--- config.mk ---
export PLATFORM = sky130hd
export DESIGN_NAME = result_collector_flat
export DESIGN_NICKNAME = d
export VERILOG_FILES = /design/src/rtl/result_collector_pkg.sv /design/src/rtl/result_collector_if.sv /design/src/rtl/result_collector_row_fifo.sv /design/src/rtl/result_collector.sv /design/src/flat_wrapper.sv
export SDC_FILE = /design/constraint.sdc
export NUM_CORES = 1
export LEC_CHECK = 0
export BUFFER_PORTS_ARGS = -buffer_cell sky130_fd_sc_hd__buf_2
export CORE_MARGIN = 3
export CORE_UTILIZATION = 55
export DETAILED_ROUTE_END_ITERATION = 10
export PLACE_DENSITY_LB_ADDON = 0.2
export SLEW_MARGIN = 20
export SYNTH_ARGS = -nofsm -noshare
export SYNTH_HDL_FRONTEND = slang
export SYNTH_SLANG_ARGS = --single-unit
--- constraint.sdc ---
create_clock -name clk -period 26.7 [get_ports clk]
set_input_delay 0 -clock clk [delete_from_list [all_inputs] [get_ports clk]]
set_output_delay 0 -clock clk [all_outputs]
set_load 0.005 [all_outputs]
--- src/rtl/result_collector_pkg.sv ---
// Shared TPU package: lane width, packed result word layout and the signed clamp
// used when RESULT_COLLECTOR_SAT_EN is compiled in.
package tpu_pkg;

    localparam int PSUM_W = 32;

    typedef struct packed {
        logic [PSUM_W-1:0] lane1;
        logic [PSUM_W-1:0] lane0;
    } result_word_t;

    // Clamp a signed PSUM_W value to the signed out_w-bit range.
    function automatic logic [PSUM_W-1:0] sat_signed(input logic [PSUM_W-1:0] v,
                                                     input int unsigned out_w);
        logic signed [PSUM_W-1:0] hi;
        logic signed [PSUM_W-1:0] lo;
        logic signed [PSUM_W-1:0] sv;
        for (int unsigned i = 0; i < PSUM_W; i++) begin
            hi[i] = (i + 1 < out_w);
        end
        lo = ~hi;
        sv = v;
        if (sv > hi) return hi;
        if (sv < lo) return lo;
        return v;
    endfunction

endpackage

--- src/rtl/result_collector_if.sv ---
// Result word input stream and assembled row output stream of result_collector.
interface result_collector_if #(
    parameter int N      = 8,
    parameter int PSUM_W = 32,
    parameter int EW     = 32
);
    logic [2*PSUM_W-1:0]   result_i;
    logic                  result_valid_i;
    logic                  flush_i;
    logic [N-1:0][EW-1:0]  row_o;
    logic                  row_valid_o;
    logic                  row_ready_i;

    modport master (
        output result_i, result_valid_i, flush_i, row_ready_i,
        input  row_o, row_valid_o
    );

    modport slave (
        input  result_i, result_valid_i, flush_i, row_ready_i,
        output row_o, row_valid_o
    );
endinterface

--- src/rtl/result_collector_row_fifo.sv ---
// Synchronous row FIFO; the caller only pushes when full if it pops in the same cycle.
module row_fifo #(
    parameter int N     = 8,
    parameter int EW    = 32,
    parameter int DEPTH = 2
) (
    input  logic                 clk,
    input  logic                 rst,
    input  logic                 push,
    input  logic                 pop,
    input  logic [N-1:0][EW-1:0] push_row,
    output logic                 full,
    output logic                 empty,
    output logic [N-1:0][EW-1:0] head
);
    localparam int PW = (DEPTH > 1) ? $clog2(DEPTH) : 1;
    localparam int CW = $clog2(DEPTH + 1);

    logic [N-1:0][EW-1:0] mem [DEPTH];
    logic [PW-1:0]        rd_ptr;
    logic [PW-1:0]        wr_ptr;
    logic [CW-1:0]        count;

    function automatic logic [PW-1:0] bump(input logic [PW-1:0] p);
        return (p == PW'(DEPTH - 1)) ? '0 : p + 1'b1;
    endfunction

    assign full  = (count == CW'(DEPTH));
    assign empty = (count == '0);
    assign head  = mem[rd_ptr];

    always_ff @(posedge clk) begin
        if (rst) begin
            rd_ptr <= '0;
            wr_ptr <= '0;
            count  <= '0;
        end else begin
            if (push) wr_ptr <= bump(wr_ptr);
            if (pop)  rd_ptr <= bump(rd_ptr);
            if (push && !pop)      count <= count + 1'b1;
            else if (pop && !push) count <= count - 1'b1;
        end
    end

    always_ff @(posedge clk) begin
        if (push) mem[wr_ptr] <= push_row;
    end
endmodule

--- src/rtl/result_collector.sv ---
// Unpacks 2-lane result words into N-column rows and queues them for writeback.
// Define RESULT_COLLECTOR_SAT_EN to clamp lanes to signed OUT_W elements.
module result_collector
    import tpu_pkg::*;
#(
    parameter int N         = 8,
    parameter int PSUM_W    = tpu_pkg::PSUM_W,
    parameter int OUT_W     = 8,
    parameter int ROW_DEPTH = 2
) (
    input  logic                 clk,
    input  logic                 rst,
    result_collector_if.slave    bus,
    output logic                 overflow_o,
    output logic [15:0]          drop_cnt_o
);
`ifdef RESULT_COLLECTOR_SAT_EN
    localparam int EW = OUT_W;
`else
    localparam int EW = PSUM_W;
`endif
    localparam int WORDS = N / 2;
    localparam int WPW   = (WORDS > 1) ? $clog2(WORDS) : 1;

    if (N < 2 || (N % 2) != 0 || ROW_DEPTH < 1 || OUT_W < 1) begin : g_bad_params
        $error("result_collector: illegal parameter set");
    end

    logic [WPW-1:0]       word_ptr;
    logic [N-1:0][EW-1:0] asm_row;
    logic [N-1:0][EW-1:0] next_row;
    logic [EW-1:0]        lane0;
    logic [EW-1:0]        lane1;
    logic                 accept;
    logic                 complete;
    logic                 fifo_full;
    logic                 fifo_empty;
    logic                 fifo_push;
    logic                 fifo_pop;
    logic                 drop;

    always_comb begin
`ifdef RESULT_COLLECTOR_SAT_EN
        lane0 = EW'(sat_signed(bus.result_i[PSUM_W-1:0], unsigned'(OUT_W)));
        lane1 = EW'(sat_signed(bus.result_i[2*PSUM_W-1:PSUM_W], unsigned'(OUT_W)));
`else
        lane0 = bus.result_i[PSUM_W-1:0];
        lane1 = bus.result_i[2*PSUM_W-1:PSUM_W];
`endif
    end

    // The final word bypasses asm_row so the row is pushed on the edge that samples it.
    always_comb begin
        next_row      = asm_row;
        next_row[N-2] = lane0;
        next_row[N-1] = lane1;
    end

    assign accept    = bus.result_valid_i && !bus.flush_i;
    assign complete  = accept && (word_ptr == WPW'(WORDS - 1));
    assign fifo_pop  = !fifo_empty && bus.row_ready_i;
    assign fifo_push = complete && (!fifo_full || fifo_pop);
    assign drop      = complete && fifo_full && !fifo_pop;

    assign bus.row_valid_o = !fifo_empty;

    always_ff @(posedge clk) begin
        if (rst) begin
            word_ptr <= '0;
        end else if (bus.flush_i) begin
            word_ptr <= '0;
        end else if (bus.result_valid_i) begin
            word_ptr <= complete ? '0 : word_ptr + 1'b1;
        end
    end

    always_ff @(posedge clk) begin
        if (accept) begin
            for (int unsigned k = 0; k < WORDS; k++) begin
                if (word_ptr == WPW'(k)) begin
                    asm_row[2*k]     <= lane0;
                    asm_row[2*k + 1] <= lane1;
                end
            end
        end
    end

    always_ff @(posedge clk) begin
        if (rst) begin
            overflow_o <= 1'b0;
            drop_cnt_o <= '0;
        end else if (drop) begin
            overflow_o <= 1'b1;
            if (drop_cnt_o != '1) drop_cnt_o <= drop_cnt_o + 1'b1;
        end
    end

    row_fifo #(
        .N     (N),
        .EW    (EW),
        .DEPTH (ROW_DEPTH)
    ) u_row_fifo (
        .clk      (clk),
        .rst      (rst),
        .push     (fifo_push),
        .pop      (fifo_pop),
        .push_row (next_row),
        .full     (fifo_full),
        .empty    (fifo_empty),
        .head     (bus.row_o)
    );
endmodule

--- src/flat_wrapper.sv ---
// flat-port wrapper written by rule: the top's interface ports become plain ports
module result_collector_flat import tpu_pkg::*;
#(
    parameter int N         = 8,
    parameter int PSUM_W    = tpu_pkg::PSUM_W,
    parameter int OUT_W     = 8,
    parameter int ROW_DEPTH = 2
)
  (clk, rst, overflow_o, drop_cnt_o, bus_result_i, bus_result_valid_i, bus_flush_i, bus_row_ready_i, bus_row_o, bus_row_valid_o);
  result_collector_if #(.N(N), .PSUM_W(PSUM_W), .EW((PSUM_W))) bus_i ();
  input  logic clk;
  input  logic rst;
  output logic overflow_o;
  output logic [15:0] drop_cnt_o;
  input wire logic [$bits(bus_i.result_i)-1:0] bus_result_i;
  input wire logic [$bits(bus_i.result_valid_i)-1:0] bus_result_valid_i;
  input wire logic [$bits(bus_i.flush_i)-1:0] bus_flush_i;
  input wire logic [$bits(bus_i.row_ready_i)-1:0] bus_row_ready_i;
  output wire logic [$bits(bus_i.row_o)-1:0] bus_row_o;
  output wire logic [$bits(bus_i.row_valid_o)-1:0] bus_row_valid_o;
  assign bus_i.result_i = bus_result_i;
  assign bus_i.result_valid_i = bus_result_valid_i;
  assign bus_i.flush_i = bus_flush_i;
  assign bus_i.row_ready_i = bus_row_ready_i;
  assign bus_row_o = bus_i.row_o;
  assign bus_row_valid_o = bus_i.row_valid_o;
  result_collector #(.N(N), .PSUM_W(PSUM_W), .OUT_W(OUT_W), .ROW_DEPTH(ROW_DEPTH)) u_core (.clk(clk), .rst(rst), .bus(bus_i), .overflow_o(overflow_o), .drop_cnt_o(drop_cnt_o));
endmodule
==> impl_metrics.env <==
export IMPL_worstSkewPairLatency_ns=0.61
export IMPL_final_setup_slack_of_the_worst_path_ns=22.79
export IMPL_drive_gt1_share_pct=43.9
export IMPL_fmaxAchievable_mhz=256
export IMPL_drtPass1Iterations=4
export IMPL_yosysTopAreaCellShare_pct=83.3
export IMPL_critical_path_startpoint="u_core.word_ptr[0]"
export IMPL_synth_seq_area_share_pct=85.2
export IMPL_post_cts_repair_setup_buffers=0
export IMPL_share_clk_of_total_power_pct=41.7
export IMPL_worst_endpoint_arrival_ns=4.12
export IMPL_grt_start_max_net_pins=160
export IMPL_clock_skew_final_ns=0.0202
export IMPL_run_status="finished clean"
export IMPL_antenna_left=0
export IMPL_synth_ff_type="sky130_fd_sc_hd__edfxtp_1"
export IMPL_core_mm2=0.0455
export IMPL_areaGrowthSynthToFinish_pct=21.3
export IMPL_final_period_minus_worst_setup_slack_ns=3.91
export IMPL_fin_total_pwr_uw=2270
export IMPL_h_tree_lvl_count=3
export IMPL_synth_ff_latch_count=728
export IMPL_tritoncts="built"
export IMPL_antenna_violations_before_repair=0
export IMPL_post_cts_clock_slew_at_the_launch_and_capture_registers_of_the_worst_setup_and_hold_paths_ns=0.06
export IMPL_globalRouteTotalUtil_pct=19.2
export IMPL_worst_setup_path_end_kind="register"
export IMPL_yosys_cell_count_top_type="sky130_fd_sc_hd__edfxtp_1"
export IMPL_drv_slew=0
export IMPL_finalCoreUtilization_pct=67.7
export IMPL_place_congestion=0.749
export IMPL_comb_power_share_pct=2.9
export IMPL_fp_dieH_um=221
export IMPL_drv_max_cap_violation_count=0
export IMPL_yosysWarnings=0
export IMPL_vdd_ir_drop_worst_mv=0.0697
export IMPL_multi_input_area_mm2=0.00364
export IMPL_detail_route_vias_per_cell=5.28
export IMPL_cts_root_buffer="sky130_fd_sc_hd__clkbuf_16"
export IMPL_post_synth_num_cell_types=34
export IMPL_post_synth_main_area_contributors="sky130_fd_sc_hd__edfxtp_1 (83%), sky130_fd_sc_hd__mux2_2 (11%), sky130_fd_sc_hd__dfxtp_1 (1.9%)"
export IMPL_timing_critical_path_from_type="register"
export IMPL_i_o_pin_count=343
export IMPL_die_width_um=221
export IMPL_ctsResizeCount=0
export IMPL_power_switching_uw=440
export IMPL_finalCritPeriodShare_pct=14.6
export IMPL_critical_path_reg2reg_endpoint="u_core.u_row_fifo.mem[1][158]"
export IMPL_synth_top_cell_by_area="sky130_fd_sc_hd__edfxtp_1"
export IMPL_p_per_area_mw_per_mm2=73.8
export IMPL_worst_slew_pin_slew_ns=1.06
export IMPL_slew_limit_headroom_pct=29.6
export IMPL_die_area_mm2=0.0487
export IMPL_cts_buffer_depth=3
export IMPL_post_dp_hpwl_um=27200
export IMPL_share_seq_of_total_power_pct=55.4
export IMPL_detail_route_drc_violations=0
export IMPL_r2r_start="u_core.word_ptr[0]"
export IMPL_critical_path_endpoint="u_core.u_row_fifo.mem[1][158]"
export IMPL_syn_nets=1205
export IMPL_nNetsFinal=1673
export IMPL_dr_first_iter_drc_count=787
export IMPL_antenna_cells=0
export IMPL_setup_viol=0
export IMPL_finalHoldViolCount=0
export IMPL_power_switching_share_pct=19.4
export IMPL_cts_buffers=72
export IMPL_avgSynthCellArea_um2=22.5
export IMPL_leakage_uw=0.0105
export IMPL_route_detailed_wl_per_inst_um=21.0
export IMPL_seqCellArea_mm2=0.0216
export IMPL_n_fill_cell=2978
export IMPL_holdCritPathClass="input port to register"
export IMPL_synth_cells=1130
export IMPL_dpl_worst_slack_ns=22.70
export IMPL_setup_repair_after_global_routing_missed_its_margin="no"
export IMPL_worst_ep_required_time_ns=26.91
export IMPL_synth_cell_area_mm2=0.0254
export IMPL_totalWireLength_um=47300
export IMPL_congestion_overflow_gr=0
export IMPL_setup_total_negative_slack_ns=0
export IMPL_synth_async_reset_ratio_pct=0
export IMPL_r2r_cells=6
export IMPL_hold_buffers=71
export IMPL_reg2reg_setup_slack_ns=22.79
export IMPL_clock_sink_count=728
export IMPL_initial_utilization_pct=55.8
export IMPL_synth_enable_flop_cells=704
export IMPL_fp_row_count=78
export IMPL_grt_pass1_wl_um=70200
export IMPL_portBuffers=342
export IMPL_path_max_fanout=76
export IMPL_worstSetupPathType="register to register"
export IMPL_vias=11900
export IMPL_grt_pass1_vias=12300
export IMPL_internal_power_uw=1830
export IMPL_synthTopCellsByCount="sky130_fd_sc_hd__edfxtp_1 (704), sky130_fd_sc_hd__mux2_2 (256), sky130_fd_sc_hd__clkbuf_1 (29)"
power groups by stage:
stage / Clock [µW] / Sequential, µW / Combinational (µW)
after detailed placement: 0 / 1280 / 58.6
after global placement: 0 / 1280 / 58.0
after floorplan: 0 / 1280 / 29.3
final: 947 / 1260 / 65.8
after global routing: 1020 / 1260 / 71.4
after CTS: 972 / 1260 / 67.1
worst min-delay path by stage:
stage / start / to / slack, ns / cells past startpoint
after floorplan: rst / u_core.word_ptr[0] / 0.08 / 1
after global placement: bus_flush_i / u_core.word_ptr[0] / 0.22 / 2
after detailed placement: bus_result_i[36] / u_core.asm_row[100] / 0.23 / 1
after CTS: bus_result_i[52] / u_core.asm_row[52] / 0.11 / 2
after global routing: bus_result_i[52] / u_core.asm_row[180] / 0.14 / 2
final: bus_result_i[10] / u_core.asm_row[138] / 0.16 / 2
routing by layer:
layer  global-route usage [%]  wire length, µm  up-vias
li1                         -                -     5462
met1                     24.6            18800     5987
met2                     30.6            23500      336
met3                     5.74             3340       93
met4                     8.55             1630        0
met5                        0                0        -
critical path, stage by stage, from the launching register on:
cell                       delay [ns]
sky130_fd_sc_hd__dfxtp_1         0.40
sky130_fd_sc_hd__ha_1            0.22
sky130_fd_sc_hd__nand3b_1        0.14
sky130_fd_sc_hd__nor2_1          0.22
sky130_fd_sc_hd__and2_4          0.72
sky130_fd_sc_hd__buf_4           0.82
sky130_fd_sc_hd__buf_4           0.88
cells by family after synthesis:
| logic type | after synthesis | share of synthesized area (%) |
|---|---|---|
| and+or+nand+nor | 65 | 1.58 |
| adders and majority gates | 6 | 0.296 |
| buffers and inverters | 35 | 0.523 |
| muxes | 258 | 11.4 |
| DFF | 728 | 85.2 |
| xor gates and xnor gates | 4 | 0.138 |
| AOI/OAI and AO/OA | 34 | 0.819 |
state kept, by name (all words and copies together) (netlist names), named ones only:
register,count
u_core.word_ptr,2
u_core.overflow_o,1
u_core.u_row_fifo.wr_ptr,1
u_core.u_row_fifo.rd_ptr,1
u_core.u_row_fifo.mem,512
u_core.drop_cnt_o,16
u_core.u_row_fifo.count,2
u_core.asm_row,192
stage by stage:
stage                     area [µm²]  hold slack (ns)  instances
after floorplan                25400           0.0768       1130
after global routing           30800            0.140       2251
after detailed placement       27800            0.233       2053
after global placement         27800            0.216       2053
final                          30800            0.164       2251
after CTS                      30800            0.111       2251
cell usage in the layout, fill, tap and decap left out, types with 6 or more instances in the layout:
master and count:
sky130_fd_sc_hd__dfxtp_1 23, sky130_fd_sc_hd__clkbuf_16 72, sky130_fd_sc_hd__o31ai_1 10, sky130_fd_sc_hd__or4_1 8
sky130_fd_sc_hd__mux2_2 256, sky130_fd_sc_hd__nor2_1 10, sky130_fd_sc_hd__clkinv_1 7, sky130_fd_sc_hd__buf_4 11
sky130_fd_sc_hd__buf_2 342, sky130_fd_sc_hd__nand4_1 7, sky130_fd_sc_hd__dlygate4sd3_1 71, sky130_fd_sc_hd__nand2_1 8
sky130_fd_sc_hd__edfxtp_1 704, sky130_fd_sc_hd__ha_1 6, sky130_fd_sc_hd__a21oi_1 15, sky130_fd_sc_hd__clkbuf_1 17
sky130_fd_sc_hd__clkinv_2 13
layout make-up:
cell class | instances | area share (%)
Timing Repair Buffer | 425 | 8.20
Clock inverter | 36 | 1.08
Inverter | 4 | 0.0488
Clock buffer | 91 | 6.15
Tap cell | 600 | 2.44
Sequential cell | 728 | 70.3
Multi-Input combinational cell | 367 | 11.8
Power figures use the tool's default switching activity.
